**src/rtl/sd_dat_tx_if.sv**
```systemverilog
// Bus bundle between the SD data-line write transmitter, its block RAM read port and the D[3:0] pads.
// The slave modport is the transmitter; the master modport is the RAM/pad/card side.
interface sd_dat_tx_if;
    logic       istart;
    logic [9:0] oaddr;
    logic [3:0] irdata;
    logic [3:0] odata_sd;
    logic       odata_sd_en;
    logic [3:0] idata_sd;
    logic       obusy;
    logic       odone;
    logic [1:0] ostatus;

    modport master (
        output istart, irdata, idata_sd,
        input  oaddr, odata_sd, odata_sd_en, obusy, odone, ostatus
    );
    modport slave (
        input  istart, irdata, idata_sd,
        output oaddr, odata_sd, odata_sd_en, obusy, odone, ostatus
    );
endinterface

```
**src/rtl/sd_dat_tx.sv**
```systemverilog
// SD 4-bit write transmitter: frames one 1024-nibble block with start bit, per-line CRC16 and end bit,
// then decodes the card's CRC status token and waits out busy on D0.
module sd_dat_tx #(
    parameter int NWR_CYCLES    = 2,
    parameter int TOKEN_TIMEOUT = 64,
    parameter int BUSY_TIMEOUT  = 1000000
) (
    input  logic       iclk,
    input  logic       irst_n,
    sd_dat_tx_if.slave bus
);
    localparam int CMAX_A = (BUSY_TIMEOUT > TOKEN_TIMEOUT) ? BUSY_TIMEOUT : TOKEN_TIMEOUT;
    localparam int CMAX   = (CMAX_A > 1024) ? CMAX_A : 1024;
    localparam int CW     = $clog2(CMAX + 1);

    typedef enum logic [3:0] {
        IDLE, PRE, START, DATA, CRC, END, WAIT_TOK, TOK, BUSY, DONE
    } state_t;

    state_t          state;
    logic [CW-1:0]   cnt;
    logic [3:0][15:0] crc;
    logic [2:0]      tok;
    logic [1:0]      pend;
    logic            d0;
    logic            unused_d;

    assign d0       = bus.idata_sd[0];
    assign unused_d = ^bus.idata_sd[3:1];

    function automatic logic [15:0] crc_step(logic [15:0] c, logic d);
        return {c[14:0], 1'b0} ^ ((c[15] ^ d) ? 16'h1021 : 16'h0000);
    endfunction

    always_ff @(posedge iclk) begin
        if (!irst_n) begin
            state           <= IDLE;
            cnt             <= '0;
            crc             <= '0;
            tok             <= '0;
            pend            <= '0;
            bus.oaddr       <= '0;
            bus.odata_sd    <= 4'hF;
            bus.odata_sd_en <= 1'b0;
            bus.obusy       <= 1'b0;
            bus.odone       <= 1'b0;
            bus.ostatus     <= 2'b00;
        end else begin
            bus.odone <= 1'b0;
            case (state)
                IDLE: if (bus.istart) begin
                    state           <= PRE;
                    cnt             <= '0;
                    crc             <= '0;
                    bus.oaddr       <= '0;
                    bus.odata_sd    <= 4'hF;
                    bus.odata_sd_en <= 1'b1;
                    bus.obusy       <= 1'b1;
                end
                // Address 0 is held through PRE so its read data lands during START.
                PRE: if (cnt == CW'(NWR_CYCLES - 1)) begin
                    state        <= START;
                    cnt          <= '0;
                    bus.odata_sd <= 4'h0;
                    bus.oaddr    <= bus.oaddr + 10'd1;
                end else begin
                    cnt <= cnt + CW'(1);
                end
                START: begin
                    state        <= DATA;
                    bus.odata_sd <= bus.irdata;
                    for (int i = 0; i < 4; i++) crc[i] <= crc_step(crc[i], bus.irdata[i]);
                    bus.oaddr    <= bus.oaddr + 10'd1;
                end
                DATA: if (cnt == CW'(1023)) begin
                    state <= CRC;
                    cnt   <= '0;
                    for (int i = 0; i < 4; i++) begin
                        bus.odata_sd[i] <= crc[i][15];
                        crc[i]          <= {crc[i][14:0], 1'b0};
                    end
                end else begin
                    cnt          <= cnt + CW'(1);
                    bus.odata_sd <= bus.irdata;
                    for (int i = 0; i < 4; i++) crc[i] <= crc_step(crc[i], bus.irdata[i]);
                    if (bus.oaddr != 10'h3FF) bus.oaddr <= bus.oaddr + 10'd1;
                end
                CRC: if (cnt == CW'(15)) begin
                    state        <= END;
                    bus.odata_sd <= 4'hF;
                end else begin
                    cnt <= cnt + CW'(1);
                    for (int i = 0; i < 4; i++) begin
                        bus.odata_sd[i] <= crc[i][15];
                        crc[i]          <= {crc[i][14:0], 1'b0};
                    end
                end
                END: begin
                    state           <= WAIT_TOK;
                    cnt             <= CW'(1);
                    bus.odata_sd_en <= 1'b0;
                end
                WAIT_TOK: if (!d0) begin
                    state <= TOK;
                    cnt   <= '0;
                end else if (cnt == CW'(TOKEN_TIMEOUT)) begin
                    state       <= DONE;
                    bus.odone   <= 1'b1;
                    bus.ostatus <= 2'b11;
                end else begin
                    cnt <= cnt + CW'(1);
                end
                // Three status bits MSB first, then the end bit on the fourth cycle.
                TOK: if (cnt == CW'(3)) begin
                    state <= BUSY;
                    cnt   <= '0;
                    if (!d0)                 pend <= 2'b10;
                    else if (tok == 3'b010)  pend <= 2'b00;
                    else if (tok == 3'b101)  pend <= 2'b01;
                    else                     pend <= 2'b10;
                end else begin
                    tok <= {tok[1:0], d0};
                    cnt <= cnt + CW'(1);
                end
                BUSY: if (d0) begin
                    state       <= DONE;
                    bus.odone   <= 1'b1;
                    bus.ostatus <= pend;
                end else if (cnt == CW'(BUSY_TIMEOUT - 1)) begin
                    state       <= DONE;
                    bus.odone   <= 1'b1;
                    bus.ostatus <= 2'b11;
                end else begin
                    cnt <= cnt + CW'(1);
                end
                DONE: begin
                    state     <= IDLE;
                    bus.obusy <= 1'b0;
                end
                default: state <= IDLE;
            endcase
        end
    end
endmodule
```
**src/flat_wrapper.sv**
```systemverilog
// flat-port wrapper written by rule: the top's interface ports become plain ports
module sd_dat_tx_flat 
#(
    parameter int NWR_CYCLES    = 2,
    parameter int TOKEN_TIMEOUT = 64,
    parameter int BUSY_TIMEOUT  = 1000000
)
  (iclk, irst_n, bus_istart, bus_irdata, bus_idata_sd, bus_oaddr, bus_odata_sd, bus_odata_sd_en, bus_obusy, bus_odone, bus_ostatus);
  sd_dat_tx_if bus_i ();
  input  logic iclk;
  input  logic irst_n;
  input wire logic [$bits(bus_i.istart)-1:0] bus_istart;
  input wire logic [$bits(bus_i.irdata)-1:0] bus_irdata;
  input wire logic [$bits(bus_i.idata_sd)-1:0] bus_idata_sd;
  output wire logic [$bits(bus_i.oaddr)-1:0] bus_oaddr;
  output wire logic [$bits(bus_i.odata_sd)-1:0] bus_odata_sd;
  output wire logic [$bits(bus_i.odata_sd_en)-1:0] bus_odata_sd_en;
  output wire logic [$bits(bus_i.obusy)-1:0] bus_obusy;
  output wire logic [$bits(bus_i.odone)-1:0] bus_odone;
  output wire logic [$bits(bus_i.ostatus)-1:0] bus_ostatus;
  assign bus_i.istart = bus_istart;
  assign bus_i.irdata = bus_irdata;
  assign bus_i.idata_sd = bus_idata_sd;
  assign bus_oaddr = bus_i.oaddr;
  assign bus_odata_sd = bus_i.odata_sd;
  assign bus_odata_sd_en = bus_i.odata_sd_en;
  assign bus_obusy = bus_i.obusy;
  assign bus_odone = bus_i.odone;
  assign bus_ostatus = bus_i.ostatus;
  sd_dat_tx #(.NWR_CYCLES(NWR_CYCLES), .TOKEN_TIMEOUT(TOKEN_TIMEOUT), .BUSY_TIMEOUT(BUSY_TIMEOUT)) u_core (.iclk(iclk), .irst_n(irst_n), .bus(bus_i));
endmodule
```
**config.mk**
```make
export PLATFORM = sky130hd
export DESIGN_NAME = sd_dat_tx_flat
export DESIGN_NICKNAME = d
export VERILOG_FILES = /design/src/rtl/sd_dat_tx_if.sv /design/src/rtl/sd_dat_tx.sv /design/src/flat_wrapper.sv
export SDC_FILE = /design/constraint.sdc
export NUM_CORES = 1
export LEC_CHECK = 0
export ABC_AREA = 1
export ABC_CLOCK_PERIOD_IN_PS = 2200
export CAP_MARGIN = 20
export CORE_MARGIN = 8
export CORE_UTILIZATION = 32
export CTS_CLUSTER_DIAMETER = 150
export DETAILED_ROUTE_END_ITERATION = 16
export HOLD_SLACK_MARGIN = 0.02
export SETUP_SLACK_MARGIN = 0.05
export SLEW_MARGIN = 20
export SYNTH_ARGS = -nofsm -noshare
export SYNTH_HDL_FRONTEND = slang
export SYNTH_SLANG_ARGS = --single-unit
```
**constraint.sdc**
```tcl
create_clock -name iclk -period 2.2 [get_ports iclk]
set_input_delay 0.22 -clock iclk [delete_from_list [all_inputs] [get_ports iclk]]
set_output_delay 0.22 -clock iclk [all_outputs]
set_load 0.02 [all_outputs]
```
=== Yosys cells after proc, flatten, opt, wreduce, memory -nomap -nowiden ===
Cells that the tools add are included.
W data, S select, Z words.

* Logic and storage cells: 130
* Register bits: 112
* Output and inout bits: 19
* Bits of input ports: 11

* Equality and inequality tests: 33
* Add/subtract/negate cells: 2
* Multiplexer cells: 54
* Reductions and logical operators: 18
* Bitwise logic cells: 9

{| class="wikitable"
|+ Operators with widths
! kind !! count
|-
| $pmux W64 S4 || 1
|-
| $mux W64 || 3
|-
| $mux W20 || 9
|-
| $pmux W20 S8 || 1
|-
| $xor A16 B16 Y16 || 4
|-
| $mux W13 || 4
|-
| $mux W4 || 13
|-
| $mux W10 || 4
|-
| $pmux W10 S4 || 1
|-
| $pmux W4 S9 || 1
|-
| $add A20 B1 Y20 const B || 1
|-
| $eq A20 B1 Y1 const B || 1
|-
| $eq A20 B10 Y1 const B || 1
|-
| $eq A20 B2 Y1 const B || 1
|-
| $eq A20 B20 Y1 const B || 1
|-
| $eq A20 B4 Y1 const B || 1
|-
| $eq A20 B7 Y1 const B || 1
|-
| $pmux W4 S5 || 1
|-
| $eq A4 B3 Y1 const B || 4
|-
| $mux W2 || 7
|-
| $ne A2 B1 Y1 const B || 6
|-
| $ne A2 B2 Y1 const B || 6
|-
| $add A10 B1 Y10 const B || 1
|-
| $ne A10 B10 Y1 const B || 1
|-
| 23 further kinds || 42
|}

=== Depth between registers and ports, before layout ===
Gate-level depths: netlist of the first run.

* Word-level depth: 5
* Mapped depth: 13
* Gate-level depth less buffers: 13

=== Worst setup path after synthesis of the first run ===
OpenSTA, ideal clock, no wires.

* Path type: reg-to-reg
* From: register u_core.cnt[0]
* To: register u_core.bus.oaddr[8]
* Stages on the path, launching flop included: 14
* Arrival: 1.771 ns
* Period minus slack after synthesis: 1.884 ns
* Path buffers: 2
* Slack: 0.316 ns
* Data required time: 2.087 ns
* Library setup time: 0.113 ns
* Path through: dfxtp_1 ha_1 nand3_1 inv_1 nand2_1 inv_1 buf_4 nand4_1 nand2_1 nor2_1 buf_2 nand3_1 nand2_1 nor2_1

* Word-level cells in the longest chain between the ends: 3
* Elaborated cells on any way between the ends: 5
* Those cells by class: 4 x eq/ne; 1 x reduce/logical

{| class="wikitable"
|+ RTL lines
! what !! line !! text
|-
| start: declaration || sd_dat_tx.sv:21 || <nowiki>logic [CW-1:0] cnt;</nowiki>
|-
| start signal: assignment || sd_dat_tx.sv:67 || <nowiki>cnt <= cnt + CW'(1);</nowiki>
|-
| start signal: assignment || sd_dat_tx.sv:83 || <nowiki>cnt <= cnt + CW'(1);</nowiki>
|-
| start signal: assignment || sd_dat_tx.sv:92 || <nowiki>cnt <= cnt + CW'(1);</nowiki>
|-
| $eq A20 B10 Y1 / $eq A20 B1 Y1 (equally long branches) || sd_dat_tx.sv:75, sd_dat_tx.sv:61 ||
|-
| $ne A2 B2 Y1 (no source line) / $ne A2 B1 Y1 (equally long branches) || n/a ||
|-
| $reduce_and A5 Y1 (no source line) (*) || n/a ||
|-
| end signal: assignment || sd_dat_tx.sv:65 || <nowiki>bus.oaddr <= bus.oaddr + 10'd1;</nowiki>
|-
| end signal: assignment || sd_dat_tx.sv:73 || <nowiki>bus.oaddr <= bus.oaddr + 10'd1;</nowiki>
|-
| end signal: assignment || sd_dat_tx.sv:86 || <nowiki>if (bus.oaddr != 10'h3FF) bus.oaddr <= bus.oaddr + 10'd1;</nowiki>
|-
| end: declaration || sd_dat_tx_if.sv:20 || <nowiki>output oaddr, odata_sd, odata_sd_en, obusy, odone, ostatus</nowiki>
|}

Every way passes the cells marked *; elsewhere a longest branch is shown, timed or not.
A chain may end at the register's enable or synchronous reset.

=== Worst setup path in the final report of the first run ===
* From: register u_core.cnt[1]
* To: register u_core.crc[45] (netlist name)

* Word-level cells in the longest chain between the ends: 3
* Elaborated cells on any way between the ends: 6
* Those cells by class: 3 x eq/ne; 2 x mux; 1 x reduce/logical

{| class="wikitable"
|+ RTL lines
! what !! line !! text
|-
| $eq A20 B10 Y1 / $eq A20 B4 Y1 (equally long branches) || sd_dat_tx.sv:75, sd_dat_tx.sv:88 ||
|-
| $mux W64 / $ne A2 B2 Y1 (equally long branches) || n/a ||
|-
| $pmux W64 S4 / $reduce_and A3 Y1 (equally long branches) || n/a ||
|-
| end signal: indexed assignment || sd_dat_tx.sv:80 || <nowiki>crc[i] <= {crc[i][14:0], 1'b0};</nowiki>
|-
| end signal: indexed assignment || sd_dat_tx.sv:95 || <nowiki>crc[i] <= {crc[i][14:0], 1'b0};</nowiki>
|-
| end: declaration || sd_dat_tx.sv:22 || <nowiki>logic [3:0][15:0] crc;</nowiki>
|}

Parallel ways exist; a longest one is shown, timed or not.

==> results of run 1 <==
[synthesized netlist by cell type, types with 3 or more instances]
cell	instances
nand2_1	323
dfxtp_1	112
a21oi_1	98
nand3_1	76
nor2_1	73
inv_1	71
nand4_1	25
o21ai_0	23
clkbuf_1	22
xor2_1	14
nor3_1	11
o211ai_1	10
or2_2	9
buf_2	8
buf_4	7
inv_2	7
o21bai_1	5
ha_1	4
nor2_2	4
clkinv_1	3
[area by class of cell]
| class | instances | share of cell area |
|---|---|---|
| multi-input cells | 690 | 0.436 |
| flip-flops and latches | 112 | 0.300 |
| repair buffers | 121 | 0.142 |
| inverters | 81 | 0.0407 |
| well taps | 229 | 0.0383 |
| clock buffers | 9 | 0.0301 |
| clock inverters | 7 | 0.0134 |
[power by group]
group	internal [uW]	switching, uW	total (uW)
clock network	920	839	1760
logic	1250	2040	3290
registers	2180	112	2290
[worst max-delay path by stage]
stage / startpoint / endpoint / slack (ns) / depth (start not counted)
3_5_place_dp: bus_idata_sd[0] / u_core.cnt[1] / -0.36 / 9
5_1_grt: u_core.cnt[1] / u_core.crc[52] / 0.004 / 13
4_1_cts: u_core.cnt[0] / u_core.cnt[5] / 0.01 / 11
6_report: u_core.cnt[1] / u_core.crc[45] / 0.12 / 13
2_1_floorplan: u_core.cnt[0] / u_core.bus.oaddr[8] / 0.32 / 13
3_3_place_gp: bus_idata_sd[0] / u_core.cnt[19] / -0.31 / 9
[kinds of logic after synthesis]
logic type      after synthesis
xor+xnor                     15
fa+ha+maj                     4
simple gates                528
flops                       112
buf+inv                     119
compound gates              143
[metrics by stage]
step / total power, uW / hold WS, ns / cells
finish: 7340 / 0.447 / 1249
global placement: 5420 / 0.437 / 1231
CTS: 7210 / 0.450 / 1247
floorplan: 4210 / 0.358 / 921
global route: 7850 / 0.461 / 1249
detailed placement: 5410 / 0.438 / 1231
[worst max-delay path, cell delays in order, from the launching register on]
cell	delay [ns]
dfxtp_2	0.35
ha_2	0.19
nand3_2	0.11
buf_4	0.16
nor2_1	0.09
nand3_1	0.11
o21ai_2	0.19
buf_4	0.14
inv_2	0.07
nand2_1	0.12
inv_2	0.06
buf_12	0.17
nand2_1	0.10
a21oi_1	0.06
[sequential cells by signal (all words and copies together), names as in the netlist]
signal / count
u_core.crc: 64
u_core.bus.ostatus: 2
u_core.bus.oaddr: 10
u_core.bus.odata_sd_en: 1
u_core.state: 4
u_core.bus.odone: 1
u_core.pend: 2
u_core.cnt: 20
u_core.tok: 3
u_core.bus.obusy: 1
u_core.bus.odata_sd: 4
[per-layer routing]
layer,global-route usage,up-vias,part of all wire
li1,-,3164,-
met1,0.180,2752,0.50
met2,0.219,66,0.46
met3,0.0353,13,0.033
met4,0.0306,0,0.0085
met5,0,-,0
[repair_timing]
item,CTS,global route
endpoints found under the hold margin,0,0
gates resized for setup,2,26
pin swaps,0,1
cloned,0,2
setup endpoints to repair,20,103
==> impl_metrics.tcl, run 1 <==
set metrics [dict create \
    overflow 0 \
    synth-simple-area-share 0.376 \
    rr_worst_depth 13 \
    period_share 0.947 \
    drt_iter0_drc 424 \
    syn-num-nets 936 \
    synth_cell_types 33 \
    drive_gt1_frac 0.156 \
    grt_pass1_wl_um 26700 \
    place_area_mm2 0.00703 \
    layout_setup_ws_ns 0.117 \
    fp.dieW_um 152 \
    required_ns 2.45 \
    ctsHoldBuffers 0 \
    grt_pass1_vias 5420 \
    powerDensity_mw_per_mm2 982 \
    grt_max_degree 54 \
    yosysWarnings 0 \
    synth_edf_count 0 \
    maxCapViolCount 0 \
    wl_um 16200 \
    hpwl_um 11300 \
    routed_via_density 4.80 \
    tightest_slew_ns 0.406 \
    arrival_ns 2.33 \
    synth_top_family_by_area "simple AND/OR/NAND/NOR gates" \
    pre_cts_ws_ns -0.356 \
    first_pass_iters 5 \
    synth_xor_area_frac 0.0223 \
    setup_viol_count_final 0 \
    core_area_mm2 0.0180 \
    finalCriticalPeriod_ns 2.08 \
    reg2reg_to "u_core.crc[45]" \
    synth_compound_gate_area_share 0.132 \
    multi_input_area_mm2 0.00326 \
    synth_top_cell_by_area "dfxtp_1" \
    max_slew_margin 0.727 \
    ant_nets 0 \
    io-pin-count 30 \
    hp-start "u_core.bus.ostatus[0]" \
    path_max_fanout 52 \
    leakagePower_uw 0.00296 \
    stdcell_area_mm2 0.00748 \
    n_fill_cell 1908 \
    r2r_setup_slack_ns 0.12 \
    yosys-top-cells-area "dfxtp_1, nand2_1, a21oi_1" \
    ys_seq_area_frac 0.380 \
    r2r_start "u_core.cnt[1]" \
    synth_top_flop_cell "dfxtp_1" \
    postSynthCellCount 921 \
    syn-cell-area_mm2 0.00590 \
    grt_antenna_before_repair 0 \
    cts.sink_count 112 \
    numCtsBuffers 9 \
    vias 5995 \
    cts_root_buf "clkbuf_16" \
    end_kind "register" \
    post_cts_buffers 0 \
    clk_pin_slew_ns 0.08 \
    grt_setup_unrepaired "yes" \
    hold_end "u_core.bus.ostatus[0]" \
    tns_ns 0 \
    start_kind "register" \
    globalplace.congestion 0.887 \
    synth_top_area_share 0.380 \
    path_class "reg -> reg" \
    ir_drop_mv 0.483 \
    die-height_um 152 \
    grt_usage 0.137 \
    rows 49 \
    final_cell_mix "nand2_1, dfxtp_1, a21oi_1" \
    seqCellArea_mm2 0.00224 \
    n_antenna_cell 0 \
    hp-class "reg -> reg" \
    drv_slew 0 \
    htreeDepth 3 \
    outcome "completed" \
    clk_latency_ns 0.37 \
    cts_tree "yes" \
    drc 0 \
    final_common_cell "nand2_1" \
    clock_path_buffers 2 \
    hold_depth 2 \
    fp.dieArea_mm2 0.0230 \
    synth_mux_area_frac 0 \
    start_util 0.327 \
    post-route-util 0.415 \
    layout.nets 1030 \
    max_freq_mhz 480 \
    io_buffers 26 \
    ys_ff_latch 112 \
    synthArstFlopShare 0 \
    area_delta_synth_final_pct 26.7 \
    hold_viol_final 0 \
    skew_ns 0.00679 \
    wire_per_inst_um 12.9 \
    synth_fa_ha_area_frac 0.00848 \
    synth_area_per_cell_um2 6.41 \
]
(Power assumes the default switching activity.)
==> run 2, diff against run 1 <==
CORE_UTILIZATION = 30   (was 32)
==> run 2 against run 1 <==
Net effect:
- maximum frequency is 5.2% higher
- cell count is 1.3% lower
- hold slack worse by 0.0016 ns
- critical path depth is 3 lower
- sequential cell count stayed put
- via count is 2.2% lower
- largest cell class unchanged
- highest routed layer unchanged
==> impl_metrics.tcl, run 2 (synthesis gave the netlist of run 1 again) <==
set metrics [dict create \
    start_kind "register" \
    io-pin-count 30 \
    grt_usage 0.130 \
    crit_chain "ha_1 > nand3_1 > nor2_1 > nand3_1 > o21ai_1 > inv_2 > nand2_1 > nand2_1 > nand2_1 > a21oi_1" \
    outcome "completed" \
    max_freq_mhz 505 \
    drive_gt1_frac 0.110 \
    final_cell_mix "nand2_1, dfxtp_1, a21oi_1" \
    skew_ns 0.0137 \
    hold_viol_final 0 \
    n_fill_cell 2148 \
    rows 51 \
    powerDensity_mw_per_mm2 995 \
    crit_top_cell "nand2_1" \
    path_class "reg -> reg" \
    total_power_uw 7070 \
    wire_per_inst_um 12.6 \
    hpwl_um 10800 \
    grt_antenna_before_repair 0 \
    period_share 0.900 \
    tightest_slew_ns 0.496 \
    worst-path-buf-inv 1 \
    clk_pin_slew_ns 0.09 \
    n_antenna_cell 0 \
    overflow 0 \
    largestRegisters "u_core.crc: 64 flops, u_core.cnt: 20 flops, u_core.bus.oaddr: 10 flops" \
    end_kind "register" \
    final_cell_count_no_fill 1233 \
    die-height_um 156 \
    fp.dieW_um 156 \
    core_area_mm2 0.0194 \
    required_ns 2.46 \
    grt_setup_unrepaired "no" \
    cts_root_buf "clkbuf_16" \
    grt_pass1_vias 5362 \
    drt_iter0_drc 473 \
    io_buffers 26 \
    setup_viol_count_final 0 \
    fin_hold_ws_ns 0.446 \
    final_common_cell "nand2_1" \
    tns_ns 0 \
    hp-class "reg -> reg" \
    max_slew_margin 0.667 \
    routed_via_density 4.75 \
    first_pass_iters 8 \
    drv_slew 0 \
    clock_path_buffers 2 \
    clk_latency_ns 0.37 \
    grt_max_degree 53 \
    maxCapViolCount 0 \
    leakagePower_uw 0.00270 \
    arrival_ns 2.24 \
    globalplace.congestion 0.852 \
    start_util 0.304 \
    top_register "u_core.crc" \
    wl_um 15500 \
    area_delta_synth_final_pct 20.4 \
    htreeDepth 3 \
    largest_reg_flops 64 \
    ant_nets 0 \
    max_stage_delay_ns 0.37 \
    vias 5862 \
    post-place-cells 1216 \
    grt_pass1_wl_um 26300 \
    cts.sink_count 112 \
    path_max_fanout 8 \
    cts_tree "yes" \
    layout.nets 978 \
    drc 0 \
    ir_drop_mv 0.604 \
    numCtsBuffers 9 \
    cp_top_family "simple AND/OR/NAND/NOR gates" \
    finalCriticalPeriod_ns 1.98 \
    slowest_stage "dfxtp_1" \
    fp.dieArea_mm2 0.0244 \
]
[run 2: path summary, 6_finish.rpt]
kind | slack [ns] | from | cells after the start | endpoint
max reg2reg | 0.22 | u_core.cnt[1] | 10 | u_core.crc[12]
min | 0.45 | u_core.bus.ostatus[1] | 2 | u_core.bus.ostatus[1]
max | 0.22 | u_core.cnt[1] | 10 | u_core.crc[12]
min reg2reg | 0.45 | u_core.bus.ostatus[1] | 2 | u_core.bus.ostatus[1]
[run 2: final cells by class]
class,instances,area (um2),area share
Tap cell,265,332,0.0467
Multi-Input combinational cell,690,3240,0.455
Clock inverter,7,81.3,0.0114
Timing Repair Buffer,69,678,0.0954
Inverter,81,310,0.0437
Clock buffer,9,225,0.0317
Sequential cell,112,2240,0.316
[run 2: report_power, final]
part	total, uW	internal (uW)	switching [uW]
registers	2280	2180	107
clock network	1690	816	869
logic	3100	1100	2000
total	7070	4090	2980
[run 2: worst register-to-register path, cell delays in order (launching register included)]
cell and delay (ns):
dfxtp_1 0.37, ha_1 0.18, nand3_1 0.14, nor2_1 0.14, nand3_1 0.11, o21ai_1 0.23
inv_2 0.14, nand2_1 0.11, nand2_1 0.22, nand2_1 0.17, a21oi_1 0.07
[run 2: metrics by stage]
stage,util,area (um2),setup slack [ns]
6_report,0.366,7110,0.220
5_1_grt,0.366,7110,0.0177
4_1_cts,0.361,7010,0.169
3_5_place_dp,0.346,6700,0.184
3_3_place_gp,0.346,6700,0.194
2_1_floorplan,-,5900,0.316
[run 2: repair_timing]
action	CTS	global route
buffers inserted	0	1
hold buffers	0	0
setup endpoints to repair	0	88
gates resized for setup	0	29
[run 2: layer usage]
layer | up-vias | global-route usage | share of wire
met3 | 12 | 0.0243 | 0.037
li1 | 3066 | - | -
met5 | - | 0 | 0
met2 | 91 | 0.204 | 0.45
met4 | 0 | 0.0357 | 0.0099
met1 | 2693 | 0.177 | 0.50
==> run 3, diff against run 2 <==
CELL_PAD_IN_SITES_DETAIL_PLACEMENT = 0   (was unset)
CELL_PAD_IN_SITES_GLOBAL_PLACEMENT = 2   (was unset)
GPL_TIMING_DRIVEN = 0   (was unset)
PLACE_DENSITY_LB_ADDON = 0.1   (was unset)
==> run 3 against run 2 <==
Net effect:
- die area unchanged
- cell count about the same
- maximum frequency shrank 0.48%
- non-clock buffer count is 1 higher
- via count shrank 0.85%
- sequential power is 2% higher
- combinational power increased by 2%
- register-to-register slack barely moved
- largest cell class unchanged
- sequential cell count stayed put
- clock skew decreased by 0.0028 ns
==> impl_metrics.tcl, run 3 (synthesis gave the netlist of run 1 again) <==
set metrics [dict create \
    tightest_slew_ns 0.792 \
    htreeDepth 3 \
    max_freq_mhz 503 \
    hold_viol_final 0 \
    clk_pin_slew_ns 0.08 \
    routed_via_density 4.71 \
    switching_share 0.429 \
    ir_drop_mv 0.501 \
    hp-class "reg -> reg" \
    pre_cts_ws_ns -0.573 \
    drc 0 \
    maxCapViolCount 0 \
    start_kind "register" \
    path_class "reg -> reg" \
    io-pin-count 30 \
    end_kind "register" \
    hpwl_um 13300 \
    wire_per_inst_um 15.0 \
    finalCriticalPeriod_ns 1.99 \
    grt_setup_unrepaired "yes" \
    first_pass_iters 4 \
    layout_setup_ws_ns 0.211 \
    fp.dieW_um 156 \
    grt_max_degree 22 \
    arrival_ns 2.22 \
    start_util 0.304 \
    final_cell_mix "nand2_1, dfxtp_1, a21oi_1" \
    overflow 0 \
    n_antenna_cell 0 \
    largestRegisters "u_core.crc: 64 flops, u_core.cnt: 20 flops, u_core.bus.oaddr: 10 flops" \
    n_fill_cell 2228 \
    io_buffers 26 \
    core_area_mm2 0.0194 \
    skew_ns 0.0109 \
    clk_latency_ns 0.37 \
    p_comb_frac 0.434 \
    setup_viol_count_final 0 \
    grt_pass1_wl_um 30300 \
    final_common_cell "nand2_1" \
    globalplace.congestion 0.814 \
    grt_usage 0.156 \
    clock_path_buffers 2 \
    vias 5812 \
    cts.sink_count 112 \
    fp.dieArea_mm2 0.0244 \
    p_seq_frac 0.319 \
    internal_power_uw 4150 \
    drt_iter0_drc 361 \
    die-height_um 156 \
    leakagePower_uw 0.00265 \
    top_register "u_core.crc" \
    max_slew_margin 0.472 \
    drive_gt1_frac 0.118 \
    numCtsBuffers 9 \
    drv_slew 0 \
    largest_reg_flops 64 \
    tns_ns 0 \
    grt_antenna_before_repair 0 \
    ant_nets 0 \
    layout.nets 979 \
    cts_root_buf "clkbuf_16" \
    powerDensity_mw_per_mm2 1030 \
    path_max_fanout 10 \
    period_share 0.904 \
    p_sw_uw 3120 \
    required_ns 2.43 \
    cts_tree "yes" \
    fin_hold_ws_ns 0.452 \
    area_delta_synth_final_pct 19.8 \
    grt_pass1_vias 5676 \
    outcome "completed" \
    pwr-share-clk 0.247 \
    wl_um 18500 \
    rows 51 \
]
## run 3: metal layers
layer / routed length [um] / vias up / GRT usage / part of all wire
li1: - / 3064 / - / -
met5: 0 / - / 0 / 0
met4: 214 / 0 / 0.0371 / 0.012
met2: 8510 / 54 / 0.259 / 0.46
met1: 9370 / 2681 / 0.208 / 0.51
met3: 420 / 13 / 0.0248 / 0.023
## run 3: path summary, 6_finish.rpt
check | start | slack [ns] | depth (start not counted) | endpoint
max | u_core.cnt[0] | 0.21 | 11 | u_core.crc[46]
min | u_core.bus.ostatus[1] | 0.45 | 2 | u_core.bus.ostatus[1]
max reg2reg | u_core.cnt[0] | 0.21 | 11 | u_core.crc[46]
min reg2reg | u_core.bus.ostatus[1] | 0.45 | 2 | u_core.bus.ostatus[1]
## run 3: area by class of cell
cell class | instances | area [um2] | share of cell area
Multi-Input combinational cell | 690 | 3330 | 0.471
Sequential cell | 112 | 2250 | 0.319
Tap cell | 265 | 332 | 0.0469
Timing Repair Buffer | 33 | 325 | 0.0460
Inverter | 81 | 304 | 0.0430
Clock buffer | 9 | 225 | 0.0319
Buffer | 37 | 199 | 0.0281
Clock inverter | 7 | 98.8 | 0.0140
## run 3: timing repair
action	4_1_cts	5_1_grt
setup buffers	4	3
resized for setup	30	44
endpoints found under the setup margin	100	101
hold buffers	0	0
pin swaps	2	4
## run 3: worst max-delay path, cell delays in order (launching register included)
cell and delay, ns:
dfxtp_4 0.40, ha_4 0.17, nand3_4 0.11, nor2_1 0.16
nand3_2 0.12, o21ai_2 0.19, inv_2 0.13, nand2_1 0.13
inv_2 0.11, buf_2 0.20, nand2_1 0.08, a21oi_1 0.06
## run 3: power by group through the flow
stage	clock network, uW	registers [uW]	logic (uW)
6_report	1800	2320	3160
5_1_grt	1950	2350	3500
4_1_cts	1870	2310	3030
3_5_place_dp	0	2350	2840
3_3_place_gp	0	2350	2880
2_1_floorplan	0	2390	1810
## run 3: through the flow
stage,utilization,area [um2],std cells,power [uW]
final,0.364,7070,1234,7280
after floorplan,-,5900,921,4210
after detailed placement,0.335,6490,1212,5190
after global routing,0.364,7070,1234,7800
after CTS,0.357,6930,1231,7200
after global placement,0.335,6490,1212,5230
